==> config.mk <==
export PLATFORM = sky130hd
export DESIGN_NAME = key_schedule_seq_flat
export DESIGN_NICKNAME = d
export VERILOG_FILES = /design/src/rtl/key_schedule_seq_if.sv /design/src/rtl/key_schedule_seq.sv /design/src/flat_wrapper.sv
export SDC_FILE = /design/constraint.sdc
export NUM_CORES = 1
export LEC_CHECK = 0
export ABC_AREA = 0
export CORE_ASPECT_RATIO = 1.4
export CORE_MARGIN = 4
export CORE_UTILIZATION = 40
export CTS_CLUSTER_SIZE = 10
export DETAILED_ROUTE_END_ITERATION = 6
export GPL_TIMING_DRIVEN = 0
export PLACE_DENSITY = 0.66
export SLEW_MARGIN = 20
export SYNTH_ARGS = -nofsm -noshare
export SYNTH_HDL_FRONTEND = slang
export SYNTH_SLANG_ARGS = --single-unit
==> constraint.sdc <==
create_clock -name clk_in -period 2.6 [get_ports clk_in]
set_input_delay 0.52 -clock clk_in [delete_from_list [all_inputs] [get_ports clk_in]]
set_output_delay 0.52 -clock clk_in [all_outputs]
set_load 0.01 [all_outputs]
==> src/rtl/key_schedule_seq_if.sv <==
// Handshake/data bundle between an AES key-schedule sequencer and the logic that
// starts it, supplies the external S-box result and consumes the round keys.
interface key_schedule_seq_if;
  logic         start_in;
  logic [1:0]   key_len_in;
  logic [255:0] key_in;
  logic [31:0]  subword_out;
  logic [31:0]  subword_in;
  logic [127:0] round_key_out;
  logic         round_key_valid_out;
  logic         round_key_ready_in;
  logic [3:0]   round_idx_out;
  logic         busy_out;
  logic         done_out;
  logic         err_out;

  modport slave (
    input  start_in, key_len_in, key_in, subword_in, round_key_ready_in,
    output subword_out, round_key_out, round_key_valid_out, round_idx_out,
           busy_out, done_out, err_out
  );

  modport master (
    output start_in, key_len_in, key_in, subword_in, round_key_ready_in,
    input  subword_out, round_key_out, round_key_valid_out, round_idx_out,
           busy_out, done_out, err_out
  );
endinterface

==> src/rtl/key_schedule_seq.sv <==
// AES-128/192/256 key expansion, one word per step, presenting each 128-bit round
// key behind a valid/ready handshake. The S-box array lives outside this block.
module key_schedule_seq #(
  parameter int MAX_KEY_BITS = 256,
  parameter int SBOX_REG     = 0
) (
  input  logic              clk_in,
  input  logic              rst_n_in,
  key_schedule_seq_if.slave ks
);

  typedef enum logic [2:0] {IDLE, GEN, SBWAIT, HOLD, FIN} state_t;

  state_t      state_q, state_d;
  logic [1:0]  mode_q, mode_d;
  logic [5:0]  i_q, i_d;
  logic [2:0]  phase_q, phase_d;
  logic [7:0]  rcon_q, rcon_d;
  logic [31:0] win_q [8];
  logic [31:0] win_d [8];
  logic [31:0] stg_q [4];
  logic [31:0] stg_d [4];
  logic [3:0]  idx_q, idx_d;
  logic        valid_q, valid_d;
  logic        busy_q, busy_d;
  logic        done_q, done_d;
  logic        err_q, err_d;
  logic [31:0] subword_q, subword_d;

  logic [31:0] key_w [8];
  logic [31:0] win_load [8];
  logic [3:0]  load_base;
  logic [2:0]  load_rot;
  logic [3:0]  nk;
  logic [3:0]  nr;
  logic [31:0] old_w;
  logic [31:0] new_w;
  logic [31:0] s_rot;
  logic        len_ok;
  logic        write_en;

  genvar gi;

  // The window keeps the newest word in slot 7, so w[i-1] is always win_q[7] and
  // w[i-Nk] is win_q[8-Nk]. Key words are preloaded so that the first Nk shifts
  // simply replay the cipher key.
  generate
    for (gi = 0; gi < 8; gi++) begin : g_key
      assign key_w[gi]    = ks.key_in[32*gi +: 32];
      assign win_load[gi] = (4'(gi) >= load_base) ? key_w[3'(gi) + load_rot] : '0;
    end
  endgenerate

  always_comb begin
    load_base = 4'd4;
    load_rot  = 3'd4;
    len_ok    = 1'b0;
    case (ks.key_len_in)
      2'b00: begin
        len_ok = 1'b1;
      end
      2'b01: begin
        load_base = 4'd2;
        load_rot  = 3'd6;
        len_ok    = (MAX_KEY_BITS >= 192);
      end
      2'b10: begin
        load_base = 4'd0;
        load_rot  = 3'd0;
        len_ok    = (MAX_KEY_BITS >= 256);
      end
      default: len_ok = 1'b0;
    endcase
  end

  always_comb begin
    nk    = 4'd4;
    nr    = 4'd10;
    old_w = win_q[4];
    case (mode_q)
      2'b01: begin
        nk    = 4'd6;
        nr    = 4'd12;
        old_w = win_q[2];
      end
      2'b10: begin
        nk    = 4'd8;
        nr    = 4'd14;
        old_w = win_q[0];
      end
      default: ;
    endcase
  end

  // SubWord(RotWord(x)) == RotWord(SubWord(x)), so rotate the returned S-box word.
  assign s_rot = {ks.subword_in[7:0], ks.subword_in[31:8]};

  always_comb begin
    if (i_q < {2'b00, nk}) begin
      new_w = old_w;
    end else if (phase_q == 3'd0) begin
      new_w = old_w ^ s_rot ^ {24'h0, rcon_q};
    end else if (nk == 4'd8 && phase_q == 3'd4) begin
      new_w = old_w ^ ks.subword_in;
    end else begin
      new_w = old_w ^ win_q[7];
    end
  end

  always_comb begin
    state_d  = state_q;
    mode_d   = mode_q;
    i_d      = i_q;
    phase_d  = phase_q;
    rcon_d   = rcon_q;
    win_d    = win_q;
    stg_d    = stg_q;
    idx_d    = idx_q;
    valid_d  = valid_q;
    done_d   = 1'b0;
    err_d    = 1'b0;
    write_en = 1'b0;

    case (state_q)
      IDLE: begin
        if (ks.start_in) begin
          if (len_ok) begin
            mode_d  = ks.key_len_in;
            win_d   = win_load;
            i_d     = 6'd0;
            phase_d = 3'd0;
            rcon_d  = 8'h01;
            state_d = GEN;
          end else begin
            err_d = 1'b1;
          end
        end
      end
      GEN: begin
        if (SBOX_REG != 0) begin
          state_d = SBWAIT;
        end else begin
          write_en = 1'b1;
        end
      end
      SBWAIT: write_en = 1'b1;
      HOLD: begin
        if (valid_q && ks.round_key_ready_in) begin
          valid_d = 1'b0;
          if (idx_q == nr) begin
            state_d = FIN;
            done_d  = 1'b1;
          end else begin
            state_d = GEN;
          end
        end
      end
      FIN:     state_d = IDLE;
      default: state_d = IDLE;
    endcase

    if (write_en) begin
      stg_d[i_q[1:0]] = new_w;
      for (int k = 0; k < 7; k++) begin
        win_d[k] = win_q[k+1];
      end
      win_d[7] = new_w;
      i_d      = i_q + 6'd1;
      phase_d  = ({1'b0, phase_q} == nk - 4'd1) ? 3'd0 : phase_q + 3'd1;
      if (i_q >= {2'b00, nk} && phase_q == 3'd0) begin
        rcon_d = {rcon_q[6:0], 1'b0} ^ (rcon_q[7] ? 8'h1b : 8'h00);
      end
      if (i_q[1:0] == 2'b11) begin
        state_d = HOLD;
        valid_d = 1'b1;
        idx_d   = i_q[5:2];
      end else begin
        state_d = GEN;
      end
    end

    busy_d    = (state_d != IDLE);
    subword_d = (state_d == GEN || state_d == SBWAIT) ? win_d[7] : '0;
  end

  always_ff @(posedge clk_in or negedge rst_n_in) begin
    if (!rst_n_in) begin
      state_q   <= IDLE;
      mode_q    <= 2'b00;
      i_q       <= 6'd0;
      phase_q   <= 3'd0;
      rcon_q    <= 8'h00;
      for (int k = 0; k < 8; k++) begin
        win_q[k] <= '0;
      end
      for (int k = 0; k < 4; k++) begin
        stg_q[k] <= '0;
      end
      idx_q     <= 4'd0;
      valid_q   <= 1'b0;
      busy_q    <= 1'b0;
      done_q    <= 1'b0;
      err_q     <= 1'b0;
      subword_q <= '0;
    end else begin
      state_q   <= state_d;
      mode_q    <= mode_d;
      i_q       <= i_d;
      phase_q   <= phase_d;
      rcon_q    <= rcon_d;
      win_q     <= win_d;
      stg_q     <= stg_d;
      idx_q     <= idx_d;
      valid_q   <= valid_d;
      busy_q    <= busy_d;
      done_q    <= done_d;
      err_q     <= err_d;
      subword_q <= subword_d;
    end
  end

  assign ks.round_key_out       = {stg_q[3], stg_q[2], stg_q[1], stg_q[0]};
  assign ks.round_key_valid_out = valid_q;
  assign ks.round_idx_out       = idx_q;
  assign ks.busy_out            = busy_q;
  assign ks.done_out            = done_q;
  assign ks.err_out             = err_q;
  assign ks.subword_out         = subword_q;

endmodule

==> src/flat_wrapper.sv <==
// flat-port wrapper written by rule: the top's interface ports become plain ports
module key_schedule_seq_flat 
#(
  parameter int MAX_KEY_BITS = 256,
  parameter int SBOX_REG     = 0
)
  (clk_in, rst_n_in, ks_start_in, ks_key_len_in, ks_key_in, ks_subword_in, ks_round_key_ready_in, ks_subword_out, ks_round_key_out, ks_round_key_valid_out, ks_round_idx_out, ks_busy_out, ks_done_out, ks_err_out);
  key_schedule_seq_if ks_i ();
  input  logic clk_in;
  input  logic rst_n_in;
  input wire logic [$bits(ks_i.start_in)-1:0] ks_start_in;
  input wire logic [$bits(ks_i.key_len_in)-1:0] ks_key_len_in;
  input wire logic [$bits(ks_i.key_in)-1:0] ks_key_in;
  input wire logic [$bits(ks_i.subword_in)-1:0] ks_subword_in;
  input wire logic [$bits(ks_i.round_key_ready_in)-1:0] ks_round_key_ready_in;
  output wire logic [$bits(ks_i.subword_out)-1:0] ks_subword_out;
  output wire logic [$bits(ks_i.round_key_out)-1:0] ks_round_key_out;
  output wire logic [$bits(ks_i.round_key_valid_out)-1:0] ks_round_key_valid_out;
  output wire logic [$bits(ks_i.round_idx_out)-1:0] ks_round_idx_out;
  output wire logic [$bits(ks_i.busy_out)-1:0] ks_busy_out;
  output wire logic [$bits(ks_i.done_out)-1:0] ks_done_out;
  output wire logic [$bits(ks_i.err_out)-1:0] ks_err_out;
  assign ks_i.start_in = ks_start_in;
  assign ks_i.key_len_in = ks_key_len_in;
  assign ks_i.key_in = ks_key_in;
  assign ks_i.subword_in = ks_subword_in;
  assign ks_i.round_key_ready_in = ks_round_key_ready_in;
  assign ks_subword_out = ks_i.subword_out;
  assign ks_round_key_out = ks_i.round_key_out;
  assign ks_round_key_valid_out = ks_i.round_key_valid_out;
  assign ks_round_idx_out = ks_i.round_idx_out;
  assign ks_busy_out = ks_i.busy_out;
  assign ks_done_out = ks_i.done_out;
  assign ks_err_out = ks_i.err_out;
  key_schedule_seq #(.MAX_KEY_BITS(MAX_KEY_BITS), .SBOX_REG(SBOX_REG)) u_core (.clk_in(clk_in), .rst_n_in(rst_n_in), .ks(ks_i));
endmodule
==> results of run 1 <==
-- cells in the final DEF (no fill, tap or decap), drive strengths merged, types with 9 or more instances in the layout --
cell type / netlist / routed
nand2: 408 / 409
o21ai: 317 / 317
xnor2: 32 / 32
mux4: 90 / 90
a221o: 32 / 32
nand2b: 60 / 60
nor2b: 32 / 32
nand4: 24 / 24
a211o: 22 / 22
clkbuf: 92 / 149
a22oi: 256 / 256
nand4b: 9 / 9
buf: 118 / 146
ha: 15 / 15
xor2: 16 / 16
nand3b: 9 / 9
a21oi: 20 / 20
mux2i: 172 / 172
o22ai: 21 / 21
mux2: 9 / 9
clkdlybuf4s50: 0 / 458
dfrtp: 446 / 446
a31oi: 10 / 10
nand3: 85 / 85
inv: 14 / 14
-- worst register-to-register path: stages, from the launching register on --
cell	delay, ns
dfrtp_1	0.41
inv_2	0.11
ha_4	0.15
buf_6	0.14
buf_12	0.11
clkbuf_1	0.52
a221o_1	0.34
o21ai_4	0.13
a211o_1	0.32
nand3_1	0.13
nor2b_2	0.17
-- stage by stage --
stage	hold WS (ns)	TNS, ns	util, %	cells
floorplan	0.224	0	-	2360
global placement	0.447	-8540.54	49.9	3631
detailed placement	0.457	-398.07	50.1	3635
CTS	0.469	-6.31	53.8	3706
global route	0.494	-1.27	54.7	3724
finish	0.470	-0.0162	54.7	3725
-- registers in the layout, indices dropped and copies added, names as in the netlist, 2 cells and up --
name                     cells
u_core.i_q                   6
u_core.rcon_q                8
u_core.ks.round_idx_out      4
u_core.mode_q                2
u_core.ks.round_key_out    128
u_core.state_q               3
u_core.ks.subword_out       32
u_core.win_q               256
u_core.phase_q               3
-- final timing paths --
check | startpoint | to | slack, ns | cells after the start
min reg2reg | u_core.win_q[55]$_DFFE_PN0P_ | u_core.win_q[87]$_DFFE_PN0P_ | 0.47 | 2
min | u_core.win_q[55]$_DFFE_PN0P_ | u_core.win_q[87]$_DFFE_PN0P_ | 0.47 | 2
max reg2reg | u_core.mode_q[0]$_DFFE_PN0P_ | u_core.ks.subword_out[19]$_DFF_PN0_ | -0.006 | 10
max in group asynchronous | rst_n_in | u_core.ks.subword_out[9]$_DFF_PN0_ | 0.62 | 4
max | u_core.mode_q[0]$_DFFE_PN0P_ | u_core.ks.subword_out[19]$_DFF_PN0_ | -0.006 | 10
min in group asynchronous | rst_n_in | u_core.win_q[87]$_DFFE_PN0P_ | 0.50 | 2
-- routing by layer --
| layer | wire length (um) | vias to the layer above |
|---|---|---|
| met5 | 0 | - |
| met4 | 7460 | 0 |
| met3 | 8810 | 369 |
| met2 | 53700 | 1518 |
| met1 | 40000 | 11600 |
| li1 | - | 9797 |
-- cells by family (layout without fill, tap and decap cells) --
family	count (synthesis)	after routing	share of synthesized area [%]
simple gates	650	651	12.6
mux	271	271	15.8
fa+ha+maj	15	15	0.771
flops	446	446	45.8
other cells	0	7	0
compound gates	706	706	18.9
xor+xnor	48	48	1.76
buf+inv	224	771	4.36
-- power breakdown --
| part | total [W] | switching [W] | internal [W] |
|---|---|---|---|
| Sequential | 0.0129 | 0.00256 | 0.0104 |
| Combinational | 0.0320 | 0.0192 | 0.0128 |
| Clock | 0.00649 | 0.00285 | 0.00363 |
-- cell type report --
| cell class | count | area [um^2] |
|---|---|---|
| fill | 5322 | 27200 |
| antenna | 7 | 17.5 |
| inverter | 14 | 56.3 |
| multi-input combinational | 1691 | 13100 |
| clock buffer | 58 | 1370 |
| clock inverter | 1 | 8.76 |
| buffer | 209 | 1180 |
| timing repair buffer | 489 | 4980 |
| tap | 810 | 1010 |
| sequential | 446 | 11200 |
-- timing repair --
item,in CTS,in global routing
gates cloned,3,2
hold buffers,1,0
setup endpoints to repair,394,217
setup buffers,8,11
pin swaps,32,22
endpoints found under the hold margin,33,0
resized for setup,202,132
==> results.ini, run 1 <==
[floorplanning]
core_mm2 = 0.0601
initial_core_util_pct = 40.5
die-area_mm2 = 0.0650
die_y_um = 300
die_x_um = 217
rows = 106
io_pins = 462

[synth]
ys_types = 59
synthArstFlopShare_pct = 100
syn_area_mm2 = 0.0244
syn_avg_cell_area_um2 = 10.3
syn_inst = 2360
synth.top_cell.area_share_pct = 45.8
synth_edf_count = 0
synth_seq_cells = 446
ys_warn_count = 0
ys.flop_type = dfrtp_1
yosysTopAreaCell = dfrtp_1
synthMostInstantiatedCell = dfrtp_1
ys_top_cells_by_area = dfrtp_1 (46%), mux4_2 (8.3%), a22oi_1 (7.8%)
synthTopCellsByCount = dfrtp_1 (446), nand2_1 (403), o21ai_0 (306)
syn_nets = 2669
yosysSeqAreaShare_pct = 45.8

[power]
p_leak_nw = 13.7
total_power_w = 0.0514
vdd_ir_drop_max_mv = 0.700
power_density_mw_per_mm2 = 1560

[place]
dp_slack_ns = -1.35
gp_congestion = 0.997
place_area_mm2 = 0.0301
hpwl_um = 85200
io_buffers = 461

[route]
ant_nets = 0
routedWlPerCell_um = 29.5
dr_total_vias = 23300
drtIter0Drc = 2841
drt_first_pass_iters = 6
drc = 0
wl_um = 110000
via_per_inst = 6.26

[cts]
root_buffer = clkbuf_16
clock_latency_ns = 0.59
path_clk_slew_ns = 0.06
cts_sinks = 446
cts_tree = built
cts_buffer_depth = 3
cts_buffers = 51
htreeDepth = 2

[grt]
grt_pass1_wl_um = 158000
use_met1_pct = 38.9
grt_antenna_before_repair = 6
grt-ovfl-total = 0
track_usage_pct = 32.5
grtUsageMet2_pct = 55.3
gr-max-usage-layer = met2
use_met3_pct = 5.47
grt_pass1_vias = 23700
grt_max_degree = 100

[critical_path]
crit_required_ns = 3.11
worst_path_max_delay_cell = clkbuf_1
cp.arrival_ns = 3.11
max_stage_delay_ns = 0.52
crit_type = flip-flop to flip-flop
path_cells = inv_2 -> ha_4 -> buf_6 -> buf_12 -> clkbuf_1 -> a221o_1 -> o21ai_4 -> a211o_1 -> nand3_1 -> nor2b_2
critPathCaptureType = flip-flop
critPathLaunchType = flip-flop
worstPathMaxFanout = 10
path_delay_family = buffers and inverters
path_buf_inv = 4

[timing]
fmax_mhz = 384
slew_violations = 0
finClkSkew_ns = 0.0224
max-slew-margin-rel_pct = 32.8
final.min_clock_period_ns = 2.61
hold_viol_final = 0
setup_viol = 3
setup_slack_ns = -0.00638
rsz0062_at_grt = yes
finalCritPeriodShare_pct = 100
tightest_slew_ns = 1.01

[job]
cap_violations = 0

[final_layout]
area.growth.synth_to_final_pct = 34.9
final_area_mm2 = 0.0329
layout-drive-gt1-share_pct = 16.4
final_nets = 3211

[hold_path]
min_path_type = flip-flop to flip-flop

[outcome]
status = finished with violations
violations = negative setup slack

Note: power is estimated with default switching activity, not from simulation.
==> run 2: changes to the inputs <==
ABC_AREA = unset   (was 0)
CORE_MARGIN = 5   (was 4)
==> results.ini, run 2 (synthesized netlist as in run 1, its figures left out) <==
[floorplanning]
die_x_um = 219
die-area_mm2 = 0.0660
die_y_um = 302
io_pins = 462
initial_core_util_pct = 40.2
core_mm2 = 0.0606
rows = 107

[final_layout]
final_cell_mix = clkdlybuf4s50_1 (458), dfrtp_1 (446), nand2_1 (397)
final_common_cell = clkdlybuf4s50_1
layout-drive-gt1-share_pct = 16.3
area.growth.synth_to_final_pct = 34.5
final_util_pct = 54.0
layout.cells.non_filler = 3731
final_nets = 3212
largest_reg_flops = 256
regMostFlops = u_core.win_q

[power]
vdd_ir_drop_max_mv = 0.965
clock_power_share_pct = 12.6
p_leak_nw = 13.7
power_density_mw_per_mm2 = 1550
p_int_w = 0.0265
combPwrFrac_pct = 61.9
switchingPower_w = 0.0242
power_frac_seq_pct = 25.5
p_sw_share_pct = 47.8

[timing]
final.min_clock_period_ns = 2.61
rsz0062_at_grt = yes
hold_viol_final = 0
setup_slack_ns = -0.0122
slew_violations = 0
max-slew-margin-rel_pct = 47.3
finalCritPeriodShare_pct = 100
tightest_slew_ns = 0.790
setup_viol = 2
fmax_mhz = 383
finClkSkew_ns = 0.0196

[route]
via_per_inst = 6.21
met1Wirelength_um = 39500
routedWlPerCell_um = 29.5
dr_total_vias = 23200
wl_met2_um = 54400
drtIter0Drc = 2615
drc = 0
wl_met3_um = 8800
ant_nets = 0
top_layer = met5
drt_first_pass_iters = 6
wl_um = 110000

[grt]
track_usage_pct = 32.2
grt-ovfl-total = 0
grt_pass1_wl_um = 158000
grt_antenna_before_repair = 8
grt_max_degree = 105
grt_pass1_vias = 24200

[place]
io_buffers = 461
dp_slack_ns = -1.28
gp_congestion = 1.01
dp.cells = 3643
hpwl_um = 86200

[cts]
clock_latency_ns = 0.60
path_clk_slew_ns = 0.06
cts_tree = built
htreeDepth = 2
cts_buffers = 51
cts_buffer_depth = 3
cts_sinks = 446
root_buffer = clkbuf_16

[critical_path]
critPathLaunchType = flip-flop
startpoint = u_core.mode_q[0]$_DFFE_PN0P_
crit_required_ns = 3.11
worst_path_max_delay_cell = dfrtp_1
crit_type = flip-flop to flip-flop
timing.rr.start = u_core.mode_q[0]$_DFFE_PN0P_
path_cells = inv_1 -> ha_2 -> buf_6 -> buf_12 -> clkinvlp_4 -> buf_6 -> ha_4 -> nor3_4 -> buf_12 -> nand2_4 -> buf_4 -> a311o_1 -> nand3_2 -> nor2b_2
worstPathMaxFanout = 10
critPathCaptureType = flip-flop
max_stage_delay_ns = 0.38
cp.arrival_ns = 3.12

[hold_path]
min_path_type = input port to flip-flop
hold_start = ks_key_len_in[1]

[outcome]
violations = negative setup slack
status = finished with violations

[job]
cap_violations = 0

-- run 2: cell types whose count changed in the layout (fill, tap and decap cells not counted), moves of 5 or more --
cell      before  now
nand2_1      391  397
nand2_2       16   10
clkbuf_2      22   31
o21ai_0      231  238
clkbuf_1      60   53
o21ai_1       52   47
buf_4         33   42
-- run 2: metrics by stage --
step	area, um^2	hold slack (ns)	TNS (ns)	total power [W]
after floorplan	24400	0.224	0	0.0272
after global placement	30000	0.449	-8471.20	0.0384
after detailed placement	30100	0.439	-372.12	0.0391
after CTS	32500	0.395	-0.126	0.0492
after global routing	32800	0.437	-0.159	0.0529
final	32800	0.405	-0.0220	0.0507
-- run 2: what timing repair did --
| action | 4_1_cts | 5_1_grt |
|---|---|---|
| pin swaps | 29 | 12 |
| gates resized for setup | 232 | 77 |
| setup buffers | 17 | 3 |
| endpoints found under the setup margin | 377 | 268 |
| gates cloned | 5 | 0 |
| hold buffers | 1 | 0 |
| hold endpoints to repair | 41 | 0 |
-- run 2: final cells by class --
cell class | instances | area, um^2
clock inverters | 2 | 13.8
multi-input cells | 1691 | 13000
diodes | 6 | 15.0
repair buffers | 491 | 4980
inverters | 14 | 56.3
well taps | 817 | 1020
plain buffers | 208 | 1210
flip-flops and latches | 446 | 11200
clock buffers | 56 | 1340
fillers | 5380 | 27900
-- run 2: layer usage --
metal | up-vias | track usage (%)
met5 | - | 0
met4 | 6 | 18.3
met3 | 348 | 6.04
met2 | 1404 | 55.7
met1 | 11600 | 37.5
li1 | 9785 | -
-- run 2: worst max-delay path, delay by kind of cell (launching register included) --
| family | cells | cell delay [ns] |
|---|---|---|
| simple gates | 4 | 0.53 |
| compound gates | 1 | 0.28 |
| buf+inv | 7 | 0.95 |
| fa+ha+maj | 2 | 0.35 |
| flops | 1 | 0.38 |
-- run 2: path summary, 6_finish.rpt --
check                                                          to  slack (ns)  depth (start not counted)
max                            u_core.ks.subword_out[2]$_DFF_PN0_       -0.01                         14
min                                  u_core.mode_q[1]$_DFFE_PN0P_        0.41                          3
max reg2reg                    u_core.ks.subword_out[2]$_DFF_PN0_       -0.01                         14
min reg2reg                          u_core.win_q[91]$_DFFE_PN0P_        0.48                          2
max in group asynchronous           u_core.win_q[184]$_DFFE_PN0P_        0.91                          4
min in group asynchronous  u_core.ks.round_key_out[9]$_DFFE_PN0P_        0.42                          2
-- run 2: power groups by stage --
stage / clock network [W] / registers (W) / logic, W
after floorplan: 0 / 0.0125 / 0.0147
after global placement: 0 / 0.0127 / 0.0257
after detailed placement: 0 / 0.0128 / 0.0263
after CTS: 0.00645 / 0.0127 / 0.0300
after global routing: 0.00665 / 0.0131 / 0.0331
final: 0.00639 / 0.0129 / 0.0314
==> run 3: changes to the inputs <==
PLACE_DENSITY = 0.72   (was 0.66)
SKIP_LAST_GASP = 1   (was unset)
==> results.ini, run 3 (synthesized netlist as in run 1, its figures left out) <==
[final_layout]
area.growth.synth_to_final_pct = 34.1
nFillCells = 5386
regMostFlops = u_core.win_q
final_area_mm2 = 0.0327
final_nets = 3204
layout-drive-gt1-share_pct = 15.7
final_cell_mix = clkdlybuf4s50_1 (458), dfrtp_1 (446), nand2_1 (397)
largest_reg_flops = 256
final_common_cell = clkdlybuf4s50_1

[critical_path]
crit_type = flip-flop to flip-flop
cp.arrival_ns = 3.26
startpoint = u_core.mode_q[1]$_DFFE_PN0P_
r2r_end = u_core.ks.subword_out[11]$_DFF_PN0_
r2r.worst_path.cells = 8
critPathCaptureType = flip-flop
crit_required_ns = 3.10
critPathLaunchType = flip-flop
r2r_setup_slack_ns = -0.16
crit_end = u_core.ks.subword_out[11]$_DFF_PN0_
worstPathMaxFanout = 10
timing.rr.start = u_core.mode_q[1]$_DFFE_PN0P_

[route]
drc = 0
dr_total_vias = 23200
drtIter0Drc = 2740
drt_first_pass_iters = 6
via_per_inst = 6.21
routedWlPerCell_um = 29.5
wl_um = 110000
ant_nets = 0

[place]
hpwl_um = 86000
io_buffers = 461
dp_slack_ns = -1.37
gp_congestion = 0.980
place_area_mm2 = 0.0301

[grt]
grt-ovfl-total = 0
grt_pass1_wl_um = 159000
track_usage_pct = 32.5
grt_antenna_before_repair = 10
grt_max_degree = 106
grt_pass1_vias = 24000

[job]
cap_violations = 0

[power]
p_leak_nw = 13.7
power_frac_seq_pct = 25.5
switchingPower_w = 0.0241
combPwrFrac_pct = 61.6
power_density_mw_per_mm2 = 1540
p_sw_share_pct = 47.9
total_power_w = 0.0504
vdd_ir_drop_max_mv = 1.04
clock_power_share_pct = 12.9
p_int_w = 0.0263

[cts]
path_clk_slew_ns = 0.06
cts_buffer_depth = 3
cts_sinks = 446
cts_buffers = 51
clock_latency_ns = 0.61
root_buffer = clkbuf_16
htreeDepth = 2
cts_tree = built

[timing]
max-slew-margin-rel_pct = 36.4
final.min_clock_period_ns = 2.76
finClkSkew_ns = 0.0381
rsz0062_at_grt = yes
finalCritPeriodShare_pct = 106
setup_slack_ns = -0.160
hold_viol_final = 0
setup_viol = 26
tightest_slew_ns = 0.954
fmax_mhz = 362
slew_violations = 0

[floorplanning]
rows = 107
die_x_um = 219
die_y_um = 302
die-area_mm2 = 0.0660
io_pins = 462
core_mm2 = 0.0606
initial_core_util_pct = 40.2

[hold_path]
min_path_type = flip-flop to flip-flop

[outcome]
status = finished with violations
violations = negative setup slack

[run 3: repair_timing]
| action | CTS | global route |
|---|---|---|
| gates resized for setup | 181 | 122 |
| buffers inserted | 10 | 3 |
| hold endpoints to repair | 45 | 0 |
| cloned | 3 | 0 |
| pin swaps | 24 | 20 |
| endpoints found under the setup margin | 388 | 234 |
| hold buffers | 1 | 0 |
[run 3: worst min path at each step]
stage	startpoint	endpoint	slack [ns]	cells past startpoint
final	u_core.win_q[46]$_DFFE_PN0P_	u_core.win_q[78]$_DFFE_PN0P_	0.47	2
after global routing	u_core.win_q[38]$_DFFE_PN0P_	u_core.win_q[70]$_DFFE_PN0P_	0.48	2
after CTS	u_core.win_q[38]$_DFFE_PN0P_	u_core.win_q[70]$_DFFE_PN0P_	0.45	2
after detailed placement	u_core.win_q[49]$_DFFE_PN0P_	u_core.win_q[81]$_DFFE_PN0P_	0.46	2
after global placement	u_core.win_q[54]$_DFFE_PN0P_	u_core.win_q[86]$_DFFE_PN0P_	0.45	2
after floorplan	rst_n_in	u_core.i_q[0]$_DFFE_PN0P_	0.22	0
[run 3: power by group through the flow]
| stage | Combinational (W) | Clock (W) | Sequential (W) |
|---|---|---|---|
| 3_5_place_dp | 0.0264 | 0 | 0.0128 |
| 6_report | 0.0310 | 0.00650 | 0.0129 |
| 3_3_place_gp | 0.0259 | 0 | 0.0127 |
| 4_1_cts | 0.0295 | 0.00654 | 0.0127 |
| 2_1_floorplan | 0.0147 | 0 | 0.0125 |
| 5_1_grt | 0.0329 | 0.00676 | 0.0131 |
[run 3: per-layer routing]
layer / GRT usage, % / wire, um / share of wire (%)
met1: 39.2 / 39600 / 36
met2: 54.7 / 53600 / 49
met3: 5.53 / 9080 / 8.2
met4: 19.3 / 7890 / 7.2
met5: 0 / 18 / 0.016
[run 3: metrics by stage]
stage	std cells	setup TNS (ns)	hold slack (ns)	util, %
floorplan	2360	0	0.224	-
global placement	3638	-8509.83	0.451	49.5
detailed placement	3642	-386.03	0.457	49.6
CTS	3719	-0.528	0.454	53.3
global route	3730	-2.04	0.485	53.9
finish	3730	-0.893	0.466	53.9
[run 3: final cells by class]
type	count	area [um^2]	share of cell area, %
antenna	8	20.0	0.0613
inverter	14	56.3	0.172
tap	817	1020	3.13
clock buffer	62	1380	4.22
sequential	446	11200	34.2
clock inverter	1	5.00	0.0153
timing repair buffer	481	4860	14.9
multi-input combinational	1691	13000	39.7
buffer	210	1200	3.67
[run 3: critical path, cell delays in order, from the launching register on]
cell and delay [ns]:
dfrtp_1 0.41, ha_4 0.26, buf_2 0.31, inv_1 0.23, clkbuf_2 0.40, o21ai_2 0.55
nand4_1 0.15, nand3_1 0.12, nor2b_1 0.21
